File: src/rtl/alu_mw_pkg.sv
// alu_mw_pkg
//   Shared types and default sizes for the multi-word subtract/compare
//   sequencer (alu_mw_sequencer) and its slice selector.
//   - state_t : sequencer FSM states
//   - op_t    : request opcode (SUB / CMP)
//   - DEFAULT_BITS / DEFAULT_WORDS : default slice width and slice count
package alu_mw_pkg;

  localparam int DEFAULT_BITS  = 8;
  localparam int DEFAULT_WORDS = 4;

  typedef enum logic [1:0] {
    IDLE,
    RUN,
    DONE
  } state_t;

  typedef enum logic {
    OP_SUB = 1'b0,
    OP_CMP = 1'b1
  } op_t;

endpackage

File: src/rtl/alu_mw_slice_sel.sv
// alu_mw_slice_sel
//   Combinational selector returning slice 'idx' (BITS wide) of a
//   BITS*WORDS wide vector. Out-of-range indices return 0.
//   Ports:
//     vec   in  BITS*WORDS  source vector
//     idx   in  IDX_W       slice index, 0 = least significant slice
//     slice out BITS        selected slice
module alu_mw_slice_sel
  import alu_mw_pkg::*;
#(
  parameter int BITS  = DEFAULT_BITS,
  parameter int WORDS = DEFAULT_WORDS,
  parameter int IDX_W = $clog2(WORDS)
) (
  input  logic [BITS*WORDS-1:0] vec,
  input  logic [IDX_W-1:0]      idx,
  output logic [BITS-1:0]       slice
);

  // Explicit compare-per-slice mux keeps every select in range even when
  // WORDS is not a power of two.
  always_comb begin
    slice = '0;
    for (int w = 0; w < WORDS; w++) begin
      if (idx == IDX_W'(w)) begin
        slice = vec[w*BITS +: BITS];
      end
    end
  end

endmodule

File: src/rtl/alu_mw_sequencer.sv
// alu_mw_sequencer
//   Feeds a combinational BITS-wide ALU one slice per cycle (LSB first) to
//   compute A - B - carry over BITS*WORDS bits. Borrow is chained through
//   the ALU carry pair; the wide result and flags are held in DONE until the
//   consumer takes them.
//   Optional feature macro: ALU_MW_OVF_EN adds o_ovf (signed overflow).
//   Ports:
//     i_clk, i_rst_n              clock, asynchronous active-low reset
//     i_valid / o_ready           request handshake
//     i_op, i_a, i_b, i_carry     opcode (0 SUB, 1 CMP), operands, borrow-in
//     o_alu_a, o_alu_b, o_alu_carry   current slice towards the ALU
//     i_alu_sub, i_alu_carry      ALU difference and borrow-out
//     o_valid / i_ready           result handshake
//     o_result, o_carry, o_zero, o_op  result, final borrow, all-zero, opcode
//     o_ovf (ALU_MW_OVF_EN only)  two's-complement overflow
module alu_mw_sequencer
  import alu_mw_pkg::*;
#(
  parameter int BITS  = DEFAULT_BITS,
  parameter int WORDS = DEFAULT_WORDS
) (
  input  logic                  i_clk,
  input  logic                  i_rst_n,
  input  logic                  i_valid,
  output logic                  o_ready,
  input  logic                  i_op,
  input  logic [BITS*WORDS-1:0] i_a,
  input  logic [BITS*WORDS-1:0] i_b,
  input  logic                  i_carry,
  output logic [BITS-1:0]       o_alu_a,
  output logic [BITS-1:0]       o_alu_b,
  output logic                  o_alu_carry,
  input  logic [BITS-1:0]       i_alu_sub,
  input  logic                  i_alu_carry,
  output logic                  o_valid,
  input  logic                  i_ready,
  output logic [BITS*WORDS-1:0] o_result,
  output logic                  o_carry,
  output logic                  o_zero,
  output logic                  o_op
`ifdef ALU_MW_OVF_EN
  ,
  output logic                  o_ovf
`endif
);

  localparam int W     = BITS * WORDS;
  localparam int IDX_W = $clog2(WORDS);
  localparam logic [IDX_W-1:0] LAST_IDX = IDX_W'(WORDS - 1);

  state_t           state_reg, state_next;
  logic [W-1:0]     a_reg, b_reg, result_reg, result_next;
  op_t              op_reg;
  logic             borrow_reg;
  logic             zero_reg;
  logic [IDX_W-1:0] idx_reg;
  logic [BITS-1:0]  a_slice, b_slice;
  logic             accept, step, last;

  alu_mw_slice_sel #(.BITS(BITS), .WORDS(WORDS), .IDX_W(IDX_W)) u_sel_a (
    .vec   (a_reg),
    .idx   (idx_reg),
    .slice (a_slice)
  );

  alu_mw_slice_sel #(.BITS(BITS), .WORDS(WORDS), .IDX_W(IDX_W)) u_sel_b (
    .vec   (b_reg),
    .idx   (idx_reg),
    .slice (b_slice)
  );

  assign accept = (state_reg == IDLE) && i_valid;
  assign step   = (state_reg == RUN);
  assign last   = (idx_reg == LAST_IDX);

  always_ff @(posedge i_clk or negedge i_rst_n) begin
    if (!i_rst_n) begin
      state_reg <= IDLE;
    end else begin
      state_reg <= state_next;
    end
  end

  // Next state and handshake / ALU-facing outputs. o_ready is gated with
  // the reset input so it reads 0 for the whole time reset is held.
  always_comb begin
    state_next  = state_reg;
    o_ready     = 1'b0;
    o_valid     = 1'b0;
    o_alu_a     = '0;
    o_alu_b     = '0;
    o_alu_carry = 1'b0;
    case (state_reg)
      IDLE: begin
        o_ready = i_rst_n;
        if (i_valid) state_next = RUN;
      end
      RUN: begin
        o_alu_a     = a_slice;
        o_alu_b     = b_slice;
        o_alu_carry = borrow_reg;
        if (last) state_next = DONE;
      end
      DONE: begin
        o_valid = 1'b1;
        if (i_ready) state_next = IDLE;
      end
      default: state_next = IDLE;
    endcase
  end

  // Write the ALU difference into the slice currently being processed.
  always_comb begin
    result_next = result_reg;
    for (int w = 0; w < WORDS; w++) begin
      if (step && (idx_reg == IDX_W'(w))) begin
        result_next[w*BITS +: BITS] = i_alu_sub;
      end
    end
  end

  always_ff @(posedge i_clk or negedge i_rst_n) begin
    if (!i_rst_n) begin
      a_reg      <= '0;
      b_reg      <= '0;
      result_reg <= '0;
      op_reg     <= OP_SUB;
      borrow_reg <= 1'b0;
      zero_reg   <= 1'b0;
      idx_reg    <= '0;
    end else if (accept) begin
      a_reg      <= i_a;
      b_reg      <= i_b;
      op_reg     <= op_t'(i_op);
      borrow_reg <= i_carry;
      zero_reg   <= 1'b1;
      idx_reg    <= '0;
    end else if (step) begin
      result_reg <= result_next;
      borrow_reg <= i_alu_carry;
      zero_reg   <= zero_reg && (i_alu_sub == '0);
      idx_reg    <= idx_reg + 1'b1;
    end
  end

`ifdef ALU_MW_OVF_EN
  logic ovf_reg;

  // Overflow is decided on the top slice: operands of differing sign whose
  // difference takes the sign of B.
  always_ff @(posedge i_clk or negedge i_rst_n) begin
    if (!i_rst_n) begin
      ovf_reg <= 1'b0;
    end else if (accept) begin
      ovf_reg <= 1'b0;
    end else if (step && last) begin
      ovf_reg <= (a_reg[W-1] != b_reg[W-1]) && (i_alu_sub[BITS-1] != a_reg[W-1]);
    end
  end

  assign o_ovf = ovf_reg;
`endif

  assign o_result = result_reg;
  assign o_carry  = borrow_reg;
  assign o_zero   = zero_reg;
  assign o_op     = op_reg;

endmodule

File: config.mk
export PLATFORM = sky130hd
export DESIGN_NAME = alu_mw_sequencer
export DESIGN_NICKNAME = d
export VERILOG_FILES = /design/src/rtl/alu_mw_pkg.sv /design/src/rtl/alu_mw_slice_sel.sv /design/src/rtl/alu_mw_sequencer.sv
export SDC_FILE = /design/constraint.sdc
export NUM_CORES = 1
export LEC_CHECK = 0
export ABC_CLOCK_PERIOD_IN_PS = 1660
export BUFFER_PORTS_ARGS = -buffer_cell sky130_fd_sc_hd__buf_2
export CORE_ASPECT_RATIO = 1.25
export CORE_MARGIN = 1.5
export CORE_UTILIZATION = 47
export CTS_CLUSTER_DIAMETER = 100
export CTS_CLUSTER_SIZE = 40
export DETAILED_ROUTE_END_ITERATION = 16
export PLACE_DENSITY = 0.72
export SETUP_SLACK_MARGIN = 0.4
export SLEW_MARGIN = 0
export SYNTH_ARGS = -nofsm -noshare
export SYNTH_HDL_FRONTEND = slang
export SYNTH_SLANG_ARGS = --single-unit
File: constraint.sdc
create_clock -name i_clk -period 1.66 [get_ports i_clk]
set_input_delay 0.083 -clock i_clk [delete_from_list [all_inputs] [get_ports i_clk]]
set_output_delay 0.083 -clock i_clk [all_outputs]
set_load 0.02 [all_outputs]
==> impl_metrics.env, run 1 <==
export IMPL_status="stopped before the end"
export IMPL_port_buffers=132
export IMPL_htree_levels=3
export IMPL_grt_max_degree=104
export IMPL_cts_buffer_depth=2
export IMPL_endpoint_type="primary output"
export IMPL_ys_seq_area_share_pct=56.01
export IMPL_cts_sinks=103
export IMPL_ys_ff_latch=103
export IMPL_rows=40
export IMPL_haltStage="5_1_grt"
export IMPL_yosysWarnings=0
export IMPL_root_buffer="clkbuf_16"
export IMPL_synth_fp_nets=573
export IMPL_cts_inserted_buffers=9
export IMPL_start_util_pct=48.14
export IMPL_gp_congestion=0.8390
export IMPL_netlist_area_sq_mm=0.004602
export IMPL_die_h_um=113.6
export IMPL_die_w_um=91.51
export IMPL_io_pins=133
export IMPL_error="[ERROR DPL-0038] Utilization greater than 100%, impossible to legalize"
export IMPL_dpl_worst_slack_ns=-0.05577
export IMPL_netlist_instances=490
export IMPL_postGrtWorstEndpoint="o_alu_a[7]"
export IMPL_synth_distinct_cells=24
export IMPL_syn_area_per_cell_sq_um=9.392
export IMPL_hpwl_um=8205
synthesized netlist by cell type:
master    count  area, sq um
nor3_1       16        80.08
a32o_1       16        160.2
dfrtp_1     103         2577
nor4_1        2        12.51
ha_1          4        50.05
nor2b_1      17        106.4
buf_2        13        65.06
a21oi_1      17        85.08
a22oi_1       1        7.510
nand2_2       4        25.02
nor3b_1       1        7.510
clkbuf_1     16        60.06
inv_1         3        11.26
and2_1        1        6.260
or3b_1        1        8.760
nor2_1        2        7.510
nand3_1       2        10.01
mux2_2       32        360.4
nor3b_2       1        12.51
o31ai_1       1        7.510
o21ai_0      19        95.09
nand2b_1      2        12.51
nand2_1     213        799.5
buf_6         3        33.78
cells by family after synthesis:
| group | count (synthesis) | synth area share (%) |
|---|---|---|
| adders and majority gates | 4 | 1.088 |
| AOI/OAI and AO/OA | 54 | 7.722 |
| DFF | 103 | 56.01 |
| muxes | 32 | 7.830 |
| buffers and inverters | 35 | 3.698 |
| and+or+nand+nor | 262 | 23.65 |
repair_timing:
action	CTS
hold endpoints to repair	170
setup buffers	39
pin swaps	107
gates resized for setup	283
setup endpoints to repair	120
gates cloned	27
hold buffers	69
metrics by stage:
stage,area [sq um],util (%),std cells
4_1_cts,8594,89.91,889
3_5_place_dp,5615,58.74,738
2_1_floorplan,4785,-,490
3_3_place_gp,5615,58.74,738
==> run 2, diff against run 1 <==
CORE_ASPECT_RATIO = unset   (was 1.25)
CORE_UTILIZATION = 32   (was 47)
CTS_CLUSTER_DIAMETER = unset   (was 100)
CTS_CLUSTER_SIZE = unset   (was 40)
PLACE_DENSITY = unset   (was 0.72)
PLACE_DENSITY_LB_ADDON = 0.15   (was unset)
SETUP_SLACK_MARGIN = unset   (was 0.4)
==> impl_metrics.env, run 2 <==
export IMPL_hold_path_cell_count=2
export IMPL_cts_sinks=103
export IMPL_synth_distinct_cells=24
export IMPL_ys_flop_type="dfrtp_1"
export IMPL_synth_common_cells="nand2_1 (213), dfrtp_1 (103), mux2_2 (32)"
export IMPL_first_iter_violations=263
export IMPL_io_pins=133
export IMPL_yosysMostFrequentCell="nand2_1"
export IMPL_crit_type="reg -> out"
export IMPL_ys_ff_latch=103
export IMPL_crit_path_max_fanout=17
export IMPL_total_power_mw=14.47
export IMPL_port_buffers=132
export IMPL_netlist_instances=490
export IMPL_power_density_mw_per_mm2=2051
export IMPL_core_area_sq_mm=0.01393
export IMPL_netlist_area_sq_mm=0.004602
export IMPL_cts_inserted_buffers=9
export IMPL_clock_latency_ns=0.36
export IMPL_path_clk_slew_ns=0.08
export IMPL_grt_max_degree=104
export IMPL_nets=780
export IMPL_fin_crit_ns=1.928
export IMPL_grt_pass1_wl_um=22580
export IMPL_dieArea_sq_mm=0.01511
export IMPL_maxSlewViolCount=0
export IMPL_rsz0062_at_grt="true"
export IMPL_ys_top_cells_by_area="dfrtp_1 (56%), nand2_1 (17%), mux2_2 (7.8%), a32o_1 (3.5%), nor2b_1 (2.3%)"
export IMPL_peakVddDrop_mv=1.000
export IMPL_drtAntennaViolNets=0
export IMPL_hpwl_um=9249
export IMPL_htree_levels=3
export IMPL_worstPathArrival_ns=1.84
export IMPL_overflow=0
export IMPL_root_buffer="clkbuf_16"
export IMPL_syn_area_per_cell_sq_um=9.392
export IMPL_grt_pass1_vias=4220
export IMPL_nFillCells=1281
export IMPL_worst_setup_path_end_kind="primary output"
export IMPL_crit_path_start_kind="flop"
export IMPL_synth_top_area_share_pct=56.01
export IMPL_vias=4194
export IMPL_area_growth_pct=53.32
export IMPL_viasPerCell=4.750
export IMPL_rows=43
export IMPL_synth_top_area_cell="dfrtp_1"
export IMPL_tightest_slew_ns=0.5720
export IMPL_drc_errors=0
export IMPL_layout_common_cells="nand2_1 (213), buf_2 (116), dfrtp_1 (101)"
export IMPL_synth_fp_nets=573
export IMPL_die_h_um=122.9
export IMPL_crit_required_ns=1.58
export IMPL_multi_input_area_sq_mm=0.002110
export IMPL_violations="negative setup slack"
export IMPL_holdWs_ns=0.01295
export IMPL_async_flop_share_pct=100.0
export IMPL_yosysWarnings=0
export IMPL_dr_pass1_iters=5
export IMPL_regArea_sq_mm=0.002580
export IMPL_drv_cap=0
export IMPL_status="complete, but fails checks"
export IMPL_clock_skew_final_ns=0.008305
export IMPL_wl_per_cell_um=16.13
export IMPL_cts_buffer_depth=2
export IMPL_final_common_cell="nand2_1"
export IMPL_period_share_pct=116.1
export IMPL_fmax_mhz=518.7
export IMPL_leakage_nw=3.465
export IMPL_drive_gt1_share_pct=37.89
export IMPL_hold_class="in -> reg"
export IMPL_grt_util_all_layers_pct=19.66
export IMPL_gp_congestion=0.7715
export IMPL_start_util_pct=33.03
export IMPL_wl_um=14240
export IMPL_hold_viol=0
export IMPL_ys_seq_area_share_pct=56.01
export IMPL_slew_headroom_pct=61.87
export IMPL_r2r_cells=5
export IMPL_antenna_found_initial=1
export IMPL_die_w_um=122.9
export IMPL_synth_edff_count=0
export IMPL_setup_violations=24
export IMPL_cts_tree="yes"
export IMPL_setup_ws_ns=-0.2679
[run 2: cell counts after synthesis]
No cell type changed its count.
[run 2: worst max-delay path: stages, from the launching register on]
cell,delay [ns]
dfrtp_2,0.46
buf_4,0.17
ha_4,0.17
bufbuf_16,0.29
a32o_2,0.27
buf_6,0.13
[run 2: cells by family (layout without fill, tap and decap cells)]
kind of cell	Yosys count	count (layout)	synth area share, %
AOI/OAI and AO/OA	54	54	7.722
adders and majority gates	4	4	1.088
buffers and inverters	35	247	3.698
DFF	103	103	56.01
muxes	32	32	7.830
other	0	1	0
and+or+nand+nor	262	262	23.65
[run 2: metal layers]
layer	wire length, um	vias up	GRT usage (%)
met1	6711	2022	27.96
met4	191	0	5.669
met3	744	15	4.290
met2	6596	138	30.17
met5	0	-	0
li1	-	2019	-
[run 2: cell type report]
| type | count | share of cell area (%) |
|---|---|---|
| Sequential cell | 103 | 36.57 |
| Multi-Input combinational cell | 352 | 29.90 |
| Timing Repair Buffer | 228 | 25.48 |
| Clock buffer | 9 | 3.192 |
| Tap cell | 180 | 3.192 |
| Clock inverter | 7 | 1.436 |
| Inverter | 3 | 0.1951 |
| Antenna cell | 1 | 0.03547 |
[run 2: power breakdown]
| part | total (mW) | switching, mW | internal (mW) |
|---|---|---|---|
| sequential | 4.65 | 0.895 | 3.76 |
| clock | 2.28 | 1.06 | 1.22 |
| combinational | 7.54 | 4.10 | 3.45 |
[run 2: timing repair]
item | CTS | global route
setup buffers | 6 | 0
hold buffers | 69 | 0
hold endpoints to repair | 170 | 0
setup endpoints to repair | 16 | 33
pin swaps | 6 | 3
gates resized for setup | 79 | 41
gates cloned | 3 | 0
[run 2: worst paths after layout]
check / from / end / slack [ns]
setup / recovery: idx_reg[0] / o_alu_b[1] / -0.27
hold / removal: i_alu_sub[4] / o_result[4] / 0.01
setup reg to reg: idx_reg[0] / o_result[27] / -0.04
hold reg to reg: a_reg[0] / a_reg[0] / 0.48
max in group asynchronous: i_rst_n / idx_reg[0] / 0.82
min in group asynchronous: i_rst_n / b_reg[2] / 0.36
[run 2: metrics by stage]
stage,cell area (sq um),utilization (%),setup TNS (ns),setup slack (ns),cells
2_1_floorplan,4602,-,0,0.08157,490
3_5_place_dp,5558,39.89,-0.2029,-0.09506,789
4_1_cts,6934,49.76,-3.658,-0.2503,883
5_1_grt,7056,50.63,-5.214,-0.3146,883
3_3_place_gp,5558,39.89,-0.03729,-0.03331,789
6_report,7056,50.63,-4.147,-0.2679,883
Note: power is estimated with default switching activity, not from simulation.
